File: src/rtl/rv32i_pkg.sv
`default_nettype none
// ============================================================================
//  Module      : rv32i_pkg
//  Description : Shared types and constants for the rv32i fetch/decode path.
//  Revision    : 1.0 - initial release
// ============================================================================

package rv32i_pkg;

    typedef struct packed {
        logic [31:0] pc;
        logic [31:0] instr;
    } fetch_entry_t;

    localparam logic [31:0] NOP_INSTR = 32'h00000013;

endpackage

`default_nettype wire

File: src/rtl/fetch_queue_ram.sv
`default_nettype none
// ============================================================================
//  Module      : fetch_queue_ram
//  Description : DEPTH x {pc, instr} storage, 2 write ports, 2 async reads.
//  Revision    : 1.0 - initial release
// ============================================================================

module fetch_queue_ram
    import rv32i_pkg::*;
#(
    parameter int DEPTH = 8
) (
    input  logic                       clk,
    input  logic                       we0_i,
    input  logic [$clog2(DEPTH)-1:0]   waddr0_i,
    input  fetch_entry_t               wdata0_i,
    input  logic                       we1_i,
    input  logic [$clog2(DEPTH)-1:0]   waddr1_i,
    input  fetch_entry_t               wdata1_i,
    input  logic [$clog2(DEPTH)-1:0]   raddr0_i,
    output fetch_entry_t               rdata0_o,
    input  logic [$clog2(DEPTH)-1:0]   raddr1_i,
    output fetch_entry_t               rdata1_o
);

    fetch_entry_t mem_q [DEPTH];

    // The two write addresses are always consecutive, so they never collide.
    always_ff @(posedge clk) begin
        if (we0_i) begin
            mem_q[waddr0_i] <= wdata0_i;
        end
        if (we1_i) begin
            mem_q[waddr1_i] <= wdata1_i;
        end
    end

    assign rdata0_o = mem_q[raddr0_i];
    assign rdata1_o = mem_q[raddr1_i];

endmodule

`default_nettype wire

File: src/rtl/fetch_queue.sv
`default_nettype none
// ============================================================================
//  Module      : fetch_queue
//  Description : Dual-issue show-ahead instruction fetch queue with flush.
//  Revision    : 1.0 - initial release
// ============================================================================

module fetch_queue
    import rv32i_pkg::*;
#(
    parameter int DEPTH = 8
) (
    input  logic                     clk,
    input  logic                     rst,
    input  logic                     flush,
    input  logic                     in_valid0,
    input  logic [31:0]              in_pc0,
    input  logic [31:0]              in_instr0,
    input  logic                     in_valid1,
    input  logic [31:0]              in_pc1,
    input  logic [31:0]              in_instr1,
    output logic                     in_ready,
    output logic                     out_valid0,
    output logic [31:0]              out_pc0,
    output logic [31:0]              out_instr0,
    output logic                     out_valid1,
    output logic [31:0]              out_pc1,
    output logic [31:0]              out_instr1,
    input  logic [1:0]               deq_count,
    output logic [$clog2(DEPTH):0]   count
);

    localparam int AW = $clog2(DEPTH);
    localparam int CW = AW + 1;
    localparam logic [CW-1:0] READY_MAX = CW'(DEPTH - 2);

    logic [AW-1:0] head_q, head_d, tail_q, tail_d;
    logic [AW-1:0] head_p1, tail_p1;
    logic [CW-1:0] count_q, count_d;
    logic [CW-1:0] enq_n, deq_n;
    logic [1:0]    deq_req;
    logic          enq_ok, we0, we1;
    fetch_entry_t  rd0, rd1;

    assign head_p1 = head_q + AW'(1);
    assign tail_p1 = tail_q + AW'(1);

    always_comb begin
        in_ready = (count_q <= READY_MAX);
        enq_ok   = in_ready && !flush;
        // Slot 1 alone is an illegal pattern; it is dropped with slot 0.
        we0      = enq_ok && in_valid0;
        we1      = we0 && in_valid1;
        enq_n    = CW'(we0) + CW'(we1);
        deq_req  = (deq_count == 2'd3) ? 2'd2 : deq_count;
        deq_n    = (CW'(deq_req) > count_q) ? count_q : CW'(deq_req);

        head_d   = head_q + deq_n[AW-1:0];
        tail_d   = tail_q + enq_n[AW-1:0];
        count_d  = count_q + enq_n - deq_n;
        if (flush) begin
            head_d  = '0;
            tail_d  = '0;
            count_d = '0;
        end
    end

    always_ff @(posedge clk) begin
        if (rst) begin
            head_q  <= '0;
            tail_q  <= '0;
            count_q <= '0;
        end else begin
            head_q  <= head_d;
            tail_q  <= tail_d;
            count_q <= count_d;
        end
    end

    fetch_queue_ram #(
        .DEPTH (DEPTH)
    ) u_ram (
        .clk      (clk),
        .we0_i    (we0),
        .waddr0_i (tail_q),
        .wdata0_i ('{pc: in_pc0, instr: in_instr0}),
        .we1_i    (we1),
        .waddr1_i (tail_p1),
        .wdata1_i ('{pc: in_pc1, instr: in_instr1}),
        .raddr0_i (head_q),
        .rdata0_o (rd0),
        .raddr1_i (head_p1),
        .rdata1_o (rd1)
    );

    // Empty slots present a harmless NOP so decode never sees stale or X data.
    assign out_valid0 = (count_q != '0);
    assign out_valid1 = (count_q >= CW'(2));
    assign out_pc0    = out_valid0 ? rd0.pc    : 32'd0;
    assign out_instr0 = out_valid0 ? rd0.instr : NOP_INSTR;
    assign out_pc1    = out_valid1 ? rd1.pc    : 32'd0;
    assign out_instr1 = out_valid1 ? rd1.instr : NOP_INSTR;
    assign count      = count_q;

endmodule

`default_nettype wire

File: config.mk
export PLATFORM = sky130hd
export DESIGN_NAME = fetch_queue
export DESIGN_NICKNAME = d
export VERILOG_FILES = /design/src/rtl/rv32i_pkg.sv /design/src/rtl/fetch_queue_ram.sv /design/src/rtl/fetch_queue.sv
export SDC_FILE = /design/constraint.sdc
export NUM_CORES = 1
export LEC_CHECK = 0
export ABC_AREA = 1
export CORE_MARGIN = 2
export CORE_UTILIZATION = 50
export DETAILED_ROUTE_END_ITERATION = 10
export PLACE_DENSITY_LB_ADDON = 0.12
export SETUP_SLACK_MARGIN = 0.3
export SYNTH_ARGS = -nofsm -noshare
export SYNTH_HDL_FRONTEND = slang
export SYNTH_HIERARCHICAL = 1
export SYNTH_SLANG_ARGS = --single-unit
File: constraint.sdc
create_clock -name clk -period 11.72 [get_ports clk]
set_input_delay 1.758 -clock clk [delete_from_list [all_inputs] [get_ports clk]]
set_output_delay 1.758 -clock clk [all_outputs]
set_load 0.02 [all_outputs]
# ---- Word level (Yosys, flattened, before mapping)
# Memory sizes are Yosys's and may differ from the RTL's. A register that Yosys moved wholly into a read port is not among the register bits.
# Index checks and enable logic that the tools add are counted.
dict set report totals {
  ramBits 512
  latch_bits 0
  inputBits 135
  mem_count 1
  ff_bits 10
  romBits 0
  output_inout_bits 135
}
dict set report op_classes {
  n_mux 11
  shifts 0
  n_mul 0
  bitwise_logic 0
  n_eq_ne 1
  n_reduce_logical 6
  div 0
  n_addsub 7
  magnitude_cmp 3
}
# name words word_bits rd rd_clocked_by_memory_dff wr line
set memory_table {}
lappend memory_table {u_ram.mem_q 8 64 2 1 2 fetch_queue_ram.sv:26} ;# fetch_entry_t mem_q [DEPTH];
# operator n
set op_table {}
lappend op_table {{32-bit 2-to-1 mux} 4}
lappend op_table {{3-bit by 1-bit adder with 3-bit output, second input constant} 2}
lappend op_table {{4-bit by 2-bit adder with 4-bit output} 1}
lappend op_table {{4-bit by 2-bit >= comparator with 1-bit output, second input constant} 1}
lappend op_table {{2-bit by 4-bit greater-than comparator with 1-bit output} 1}
lappend op_table {{4-bit by 3-bit less-or-equal comparator with 1-bit output, second input constant} 1}
lappend op_table {{1-bit 2-to-1 mux} 4}
lappend op_table {{4-bit 2-to-1 mux} 1}
lappend op_table {{4-bit nonzero test} 1}
lappend op_table {{4-bit subtractor} 1}
lappend op_table {{3-bit by 2-bit adder with 3-bit output} 1}
lappend op_table {{3-bit adder} 1}
lappend op_table {{1-bit logical AND} 3}
lappend op_table {{3-bit 2-to-1 mux} 1}
lappend op_table {{1-bit by 1-bit adder with 2-bit output} 1}
lappend op_table {{2-bit == test, second input constant} 1}
lappend op_table {{2-bit 2-to-1 mux} 1}
lappend op_table {{2-bit OR reduction} 1}
lappend op_table {{1-bit zero test} 1}

# ---- Depth between registers and ports, before layout
# Gate-level depths: netlist of the first run.
dict set report logic_depth {
  depth_word 7
  ltp_mapped 16
  mapped_depth_nobuf 16
}

# ---- Modules after synthesis
# Netlist of the first run, hierarchy kept.
# module area_each_um2 instances seq_area_each_um2 cells_each
set modules_own_cells {}
lappend modules_own_cells {fetch_queue_ram 32937.8 1 15374.7 4702}
lappend modules_own_cells {fetch_queue 1819.2 1 200.2 362}

# ---- Worst setup path before layout of the first run
# OpenSTA, ideal clock, no wires.
dict set report synth_path {
  path_type {input -> register}
  startpoint {in in_valid0}
  endpoint {mem u_ram/mem_q[1][0] (netlist name), enable pin}
  t_arrival_ns 6.551
  path_buffers 0
  setup_slack_ns 4.595
  cell_stages 4
  required_time_ns 11.146
  cell_sequence {nand2_1 -> nor2_2 -> nand2_1 -> o21ai_0}
}
# element line
set synth_rtl {}
lappend synth_rtl {{start, declared} fetch_queue.sv:16} ;# input logic in_valid0,
lappend synth_rtl {{end, declared} fetch_queue_ram.sv:26}

==> key figures, run 1 <==
Worst hold path
  • WHS Endpoint: tail_q[2]
  • Hold path cells: 2
  • Hold Crit Class: reg2reg
  • Worst hold start: tail_q[2]

Clock tree
  • CTS Sinks: ~520
  • CTS resizes: 0
  • Worst-path clk slew: approximately 0.060 ns
  • Clock latency at the later pin of the worst-skew pair: ~0.65 ns
  • Hold-fix buffers, CTS: 0
  • H-tree depth: 2
  • Num CTS Buffers: slightly above 60
  • CTS max path bufs: 3
  • Setup repair bufs after CTS: 0
  • CTS tree: done
  • Root buffer cell: clkbuf_16

Setup path
  • Slowest cell on crit path: dfxtp_4
  • Crit path launch type: flip-flop
  • Setup CP Type: reg2out
  • Crit path largest cell delay: roughly 1 ns
  • CP Capture Type: output port
  • Worst-case reg-to-reg path depth: 13
  • WP buf/inv: 5
  • Reg2Reg Launch Point: count[3]
  • RR Endpoint: u_ram/mem_q[6][40]
  • Crit path top cell by count: nand2_1
  • Critical Path AT: 6.14 ns
  • R2R Setup Slk: slightly below 7 ns
  • CP max FO: 163
  • Cell Chain, Critical Path: buf_4 -> inv_8 -> inv_8 -> buf_4 -> nand2_1 -> nand3_1 -> nand2_1 -> nand2_1 -> nand2_1 -> or2_1 -> clkdlybuf4s50_1
  • Worst EP required: ~10 ns
  • Delay-heaviest family, CP: buffers and inverters

Floorplan
  • Std-Cell Core Area: roughly 0.07 mm2
  • Die Footprint: 0.0716 mm2
  • Overall die width: approximately 270 um
  • Row cnt: 96
  • Io pins: between 200 and 300
  • Initial Util: roughly half
  • Chip height: around 270 um

Logic synthesis
  • Sequential area share after synthesis: between 40% and 50%
  • Mapped Avg Cell Area: roughly 6.9 um2
  • Main synth FF type: edfxtp_1
  • Ys async rst share: 0%
  • Top-area cell type share of the netlist area: between 40% and 50%
  • Synthesized cell area: approximately 0.035 mm2
  • Cells after synthesis: approximately 5000
  • EDFF count, synth: ~510
  • Net Count, Synth: about 5200
  • Yosys top cell by area: edfxtp_1
  • Ys Warns: 6
  • Synthesized flop and latch total: between 500 and 600
  • Leading post-synthesis cells by cell area: edfxtp_1 44%, nand2_1 24%, inv_1 7.9%
  • Post-synthesis cell type count: 29
  • Synth cell count leaders: 2203 x nand2_1, 729 x inv_1, 516 x nand3_1, 512 x edfxtp_1, 337 x o21ai_1
  • Most common cell in the netlist: nand2_1

Placement
  • Dpl cell area: 0.0371 mm2
  • Place WS: around 4.5 ns
  • Port Buffers: around 270
  • DPL Wire Length: 60.6 mm
  • Final RePlAce weighted congestion: between 0.8 and 0.9
  • Placed Cells: approximately 5900

Routing
  • DR DRC count: 0
  • Initial DRC Count: ~3500
  • DR vias/cell: between 5 and 6
  • Total wire length: about 110 mm
  • Via count: about 33000
  • WL/cell: ~19 um
  • Drt pass-1 iters: 7
  • Detail Route Antenna Nets: 0

Outcome
  • Status: complete, no violations

Global route
  • Largest net degree at the start of global routing: around 160
  • Global-route wire length before repair: 173 mm
  • Initial antenna violation count: 2
  • Gr ovfl total: 0
  • Overall Global Routing Usage: 31.5%
  • Vias in the first global route: approximately 30000

Final layout
  • Fillers: ~6500
  • Fin area: a little under 0.04 mm2
  • Share of layout cells above drive strength 1: 3.04%
  • Final Net Count: about 5200
  • Area occupied by multi-input gates: about 0.015 mm2
  • Area delta synth->final: 11.9%
  • Post-layout util: about 57%
  • Seq. cell area: 0.0156 mm2
  • Non-Filler Instances: 6028

Timing
  • Clock Skew: 0.0252 ns
  • Unrepaired setup endpoints after global routing: no
  • # setup viols final: 0
  • Worst setup margin: 3.82 ns
  • Final Hold Fails: 0
  • Slew Limit Headroom: 17.2%
  • Slew @ Worst Pin: approximately 1.2 ns
  • Max frequency: 127 MHz
  • Setup TNS: 0 ns
  • Final Max Tran Viols: 0
  • Fin crit period: ~8 ns
  • Period utilisation layout: 67.4%

Pwr
  • Peak VDD IR: 0.174 mV
  • Pleak: 19.3 nW
  • Pwr dens: between 200 and 250 mW/mm2

Run
  • Max-Cap Viols: 0
worst register-to-register path, cell delays in order (launching register included):
cell	delay (ns)
dfxtp_1	0.36
inv_1	0.10
ha_1	0.19
nand2_1	0.09
nor2_1	0.06
a21oi_2	0.15
nand3b_1	0.14
nor2_1	0.39
inv_1	0.14
nor2_4	0.25
nand3_4	0.73
o21ai_4	0.58
buf_4	0.54
buf_4	0.71
metrics by stage:
| step | power, mW | hold WS, ns |
|---|---|---|
| 5_1_grt | 8.60 | 0.648 |
| 2_1_floorplan | 4.82 | 0.542 |
| 6_report | 8.14 | 0.606 |
| 4_1_cts | 8.14 | 0.602 |
| 3_3_place_gp | 6.38 | 0.574 |
| 3_5_place_dp | 6.39 | 0.592 |
area by class of cell:
class                      count  area share (%)
inverter                     735            7.19
sequential                   522            40.1
multi-input combinational   3421            37.5
timing repair buffer         310            7.71
clock inverter                29           0.322
antenna                        2          0.0129
clock buffer                  78            4.20
tap                          931            2.99
logic make-up (layout without fill, tap and decap cells):
kind of cell | count (synthesis) | after routing | share of synthesized area (%)
other | 0 | 2 | 0
adders and majority gates | 17 | 17 | 0.698
xor gates and xnor gates | 5 | 5 | 0.126
buffers and inverters | 1121 | 1152 | 13.7
DFF | 522 | 522 | 44.8
AOI/OAI and AO/OA | 527 | 527 | 7.66
and+or+nand+nor | 2872 | 2872 | 33.0
how the worst max path moves through the flow:
stage,from,to,cells after the start
3_5_place_dp,head_q[0],out_instr1[0],11
3_3_place_gp,head_q[0],out_instr1[0],11
6_report,head_q[0],out_instr1[0],11
2_1_floorplan,in_valid0,u_ram/mem_q[1][0],4
5_1_grt,head_q[0],out_instr1[0],11
4_1_cts,head_q[0],out_instr1[0],11
state kept, by name, summed over array words and instances, names as in the netlist:
name / cells
head_q: 3
u_ram/mem_q: 512
tail_q: 3
count: 4
metal layers:
layer / global-route usage (%) / wire (um) / vias to the layer above
met1: 42.6 / 46500 / 14922
met4: 13.1 / 4570 / 0
met2: 51.2 / 52100 / 1616
met3: 3.99 / 10700 / 271
met5: 0 / 0 / -
li1: - / - / 15744
report_power, final:
group | switching, mW | internal, mW | total [mW]
clock | 0.774 | 0.967 | 1.74
sequential | 0.0714 | 2.12 | 2.20
combinational | 2.78 | 1.43 | 4.21
placed cells by master, fill, tap and decap left out, drive strengths merged:
cell type	count
nand2	2203
edfxtp	512
diode	2
clkdlybuf4s50	269
buf	41
o21ai	521
ha	13
nand3b	1
nor2	144
a21boi	1
fa	4
clkbuf	78
nor3	1
inv	733
xnor2	2
xor2	3
dfxtp	10
clkinv	31
nand3	516
a21oi	5
or2	6
nand4	1
No activity file was read; power rests on OpenSTA's default activity.
==> inputs of run 2 (changes only) <==
==> constraint.sdc (replaced) <==
create_clock -name clk -period 6.8 [get_ports clk]
set_input_delay 1.02 -clock clk [delete_from_list [all_inputs] [get_ports clk]]
set_output_delay 1.02 -clock clk [all_outputs]
set_load 0.02 [all_outputs]
==> run 2 against run 1 <==
Effect of this change: the flow now finishes with violations (design-rule violations); global-route usage is 0.20 points higher; sequential power rose by 71%; cell count rose by 0.15%; largest power group unchanged; register-to-register slack lost 4.1 ns; non-clock buffer count is 8 higher; first-iteration DRC count rose by 2.8%; via count is 0.13% lower; worst setup slack worse by 2.2 ns; design area grew 0.56%; largest cell class unchanged; wire length rose by 0.31%; worst hold slack worse by 0.0036 ns.
==> key figures, run 2 (synthesized netlist as in run 1, its figures left out) <==
Global route
  • Vias in the first global route: 30160 (+0.30%)
  • Initial antenna violation count: 2 (unchanged)
  • GR Util met3: 3.99% (unchanged)
  • Global-route wire length before repair: 174 mm (+0.56%)
  • GR Util met2: 51.2% (about the same)
  • Largest net degree at the start of global routing: 146 (-11%)
  • Overall Global Routing Usage: 31.7% (+0.20 points)
  • Met1 usage: 43.1% (+0.59 points)
  • Grt peak-use layer: met2
  • Gr ovfl total: 0 (unchanged)

Pwr
  • Clk network pwr share: 22.0% (+0.6 points)
  • Int Power: 7.98 mW (+77%)
  • Sw Ratio: 43.8% (-0.69 points)
  • Pwr dens: 363 mW/mm2 (+73%)
  • Sequential power share: 26.5% (-0.5 points)
  • Pleak: 19.3 nW (+0.44%)
  • Combinational share of power: 51.5% (-0.2 points)
  • P_sw: 6.22 mW (+72%)
  • Peak VDD IR: 0.300 mV (+72%)

Timing
  • Setup TNS: 0 ns (unchanged)
  • Final Max Tran Viols: 0 (unchanged)
  • Final Hold Fails: 0 (unchanged)
  • Slew @ Worst Pin: 1.21 ns (-0.0348 ns)
  • Clock Skew: 0.0223 ns (-0.00291 ns)
  • Worst setup margin: 1.66 ns (-2.16 ns)
  • Unrepaired setup endpoints after global routing: no
  • Max frequency: 195 MHz
  • Worst hold slack: 0.603 ns (-0.00355 ns)
  • Fin crit period: about 5.1 ns
  • Slew Limit Headroom: 19.6% (+2.3 points)
  • Period utilisation layout: between 70% and 80%
  • # setup viols final: 0 (unchanged)

Placement
  • Placed Cells: 5927 (+0.14%)
  • Port Buffers: 269 (unchanged)
  • Place WS: 2.28 ns (-2.25 ns)
  • Final RePlAce weighted congestion: 0.820 (-0.94%)
  • DPL Wire Length: 61.2 mm (+0.99%)
  • Dpl cell area: 0.0373 mm2 (+0.35%)

Final layout
  • Non-Filler Instances: 6037 (+0.15%)
  • Final Net Count: 5209 (+0.12%)
  • Most frequent cells in the layout: 2197 x nand2_1, 726 x inv_1, 515 x nand3_1, 512 x edfxtp_1, 337 x o21ai_1
  • Fin area: 0.0391 mm2 (+0.56%)
  • Share of layout cells above drive strength 1: 3.15% (+0.11 points)
  • Largest register FFs: 512 (unchanged)
  • Most common cell after layout, fill and taps aside: nand2_1
  • Area delta synth->final: 12.5%
  • Biggest register: u_ram/mem_q

Setup path
  • Critical Path AT: 4.12 ns (-2.02 ns)
  • Crit path launch type: flip-flop
  • CP Capture Type: output port
  • CP max FO: 72 (-56%)
  • Worst EP required: 5.78 ns (-4.18 ns)
  • Setup CP Type: reg2out

Floorplan
  • Initial Util: 50.6% (unchanged)
  • Io pins: 270 (unchanged)
  • Chip height: 268 um (unchanged)
  • Overall die width: 268 um (unchanged)
  • Std-Cell Core Area: 0.0687 mm2 (unchanged)
  • Die Footprint: 0.0716 mm2 (unchanged)
  • Row cnt: 96 (unchanged)

Clock tree
  • CTS Sinks: 522 (unchanged)
  • H-tree depth: 2 (unchanged)
  • Setup repair bufs after CTS: 0 (unchanged)
  • Hold-fix buffers, CTS: 0 (unchanged)
  • Root buffer cell: clkbuf_16
  • Clock latency at the later pin of the worst-skew pair: 0.63 ns (-0.02 ns)
  • Worst-path clk slew: 0.06 ns (about the same)
  • CTS resizes: 0 (unchanged)
  • CTS tree: done
  • Num CTS Buffers: 59 (-3.3%)
  • CTS max path bufs: 3 (unchanged)

Routing
  • DR vias/cell: 5.39 (-0.27%)
  • Via count: 32512 (-0.13%)
  • DR DRC count: 1 (+1)
  • WL/cell: 18.9 um (+0.16%)
  • Drt pass-1 iters: 9 (+2)
  • Total wire length: 114 mm (+0.31%)
  • Initial DRC Count: 3556 (+2.8%)
  • Detail Route Antenna Nets: 0 (unchanged)

Outcome
  • Failing checks: design-rule violations
  • Status: finished with violations

Run
  • Max-Cap Viols: 0 (unchanged)

Worst hold path
  • Hold Crit Class: reg2reg
-- run 2: changes by cell type in the layout (fill, tap and decap cells not counted), moves of 2 or more --
cell,change
buf_12,+6
buf_4,+2
bufinv_16,+5
clkbuf_1,+11
clkbuf_16,-2
clkinv_1,-8
clkinv_2,-6
inv_6,-2
-- run 2: through the flow --
stage	total power, mW	util [%]
finish	14.2	56.9
global route	15.0	56.9
CTS	14.2	56.9
detailed placement	11.1	54.2
global placement	11.0	54.2
floorplan	8.30	-
-- run 2: power by group through the flow --
stage | clock (mW) | sequential, mW | combinational, mW
after floorplan | 0 | 3.78 | 4.52
after global placement | 0 | 3.83 | 7.20
after detailed placement | 0 | 3.83 | 7.25
after CTS | 3.16 | 3.76 | 7.28
after global routing | 3.28 | 3.77 | 7.93
final | 3.13 | 3.76 | 7.31
-- run 2: area by class of cell --
cell class                 instances  area (um2)
sequential                       522       15600
clock inverter                    21         219
clock buffer                      87        1620
inverter                         735        2790
fill                            6463       29600
multi-input combinational       3421       14600
antenna                            2        5.00
tap                              931        1160
timing repair buffer             318        3140
-- run 2: worst paths after layout --
kind | start | end | slack, ns | depth (start not counted)
min | tail_q[2] | tail_q[2] | 0.60 | 2
max | head_q[0] | out_pc0[6] | 1.66 | 10
min reg2reg | tail_q[2] | tail_q[2] | 0.60 | 2
max reg2reg | count[3] | u_ram/mem_q[0][14] | 2.80 | 12
-- run 2: layer usage --
layer / part of all wire (%) / vias to the layer above
met1: 41 / 14840
met5: 0 / -
li1: - / 15754
met4: 3.9 / 0
met2: 46 / 1645
met3: 9.7 / 273
-- run 2: critical path, stage by stage, from the launching register on --
cell and delay, ns:
dfxtp_4 0.67, buf_4 0.77, buf_4 0.82, nand2_1 0.13, nand3_1 0.11, nand2_1 0.07, nand2_1 0.06, nand2_1 0.08
inv_1 0.10, nor2_1 0.05, clkdlybuf4s50_1 0.57
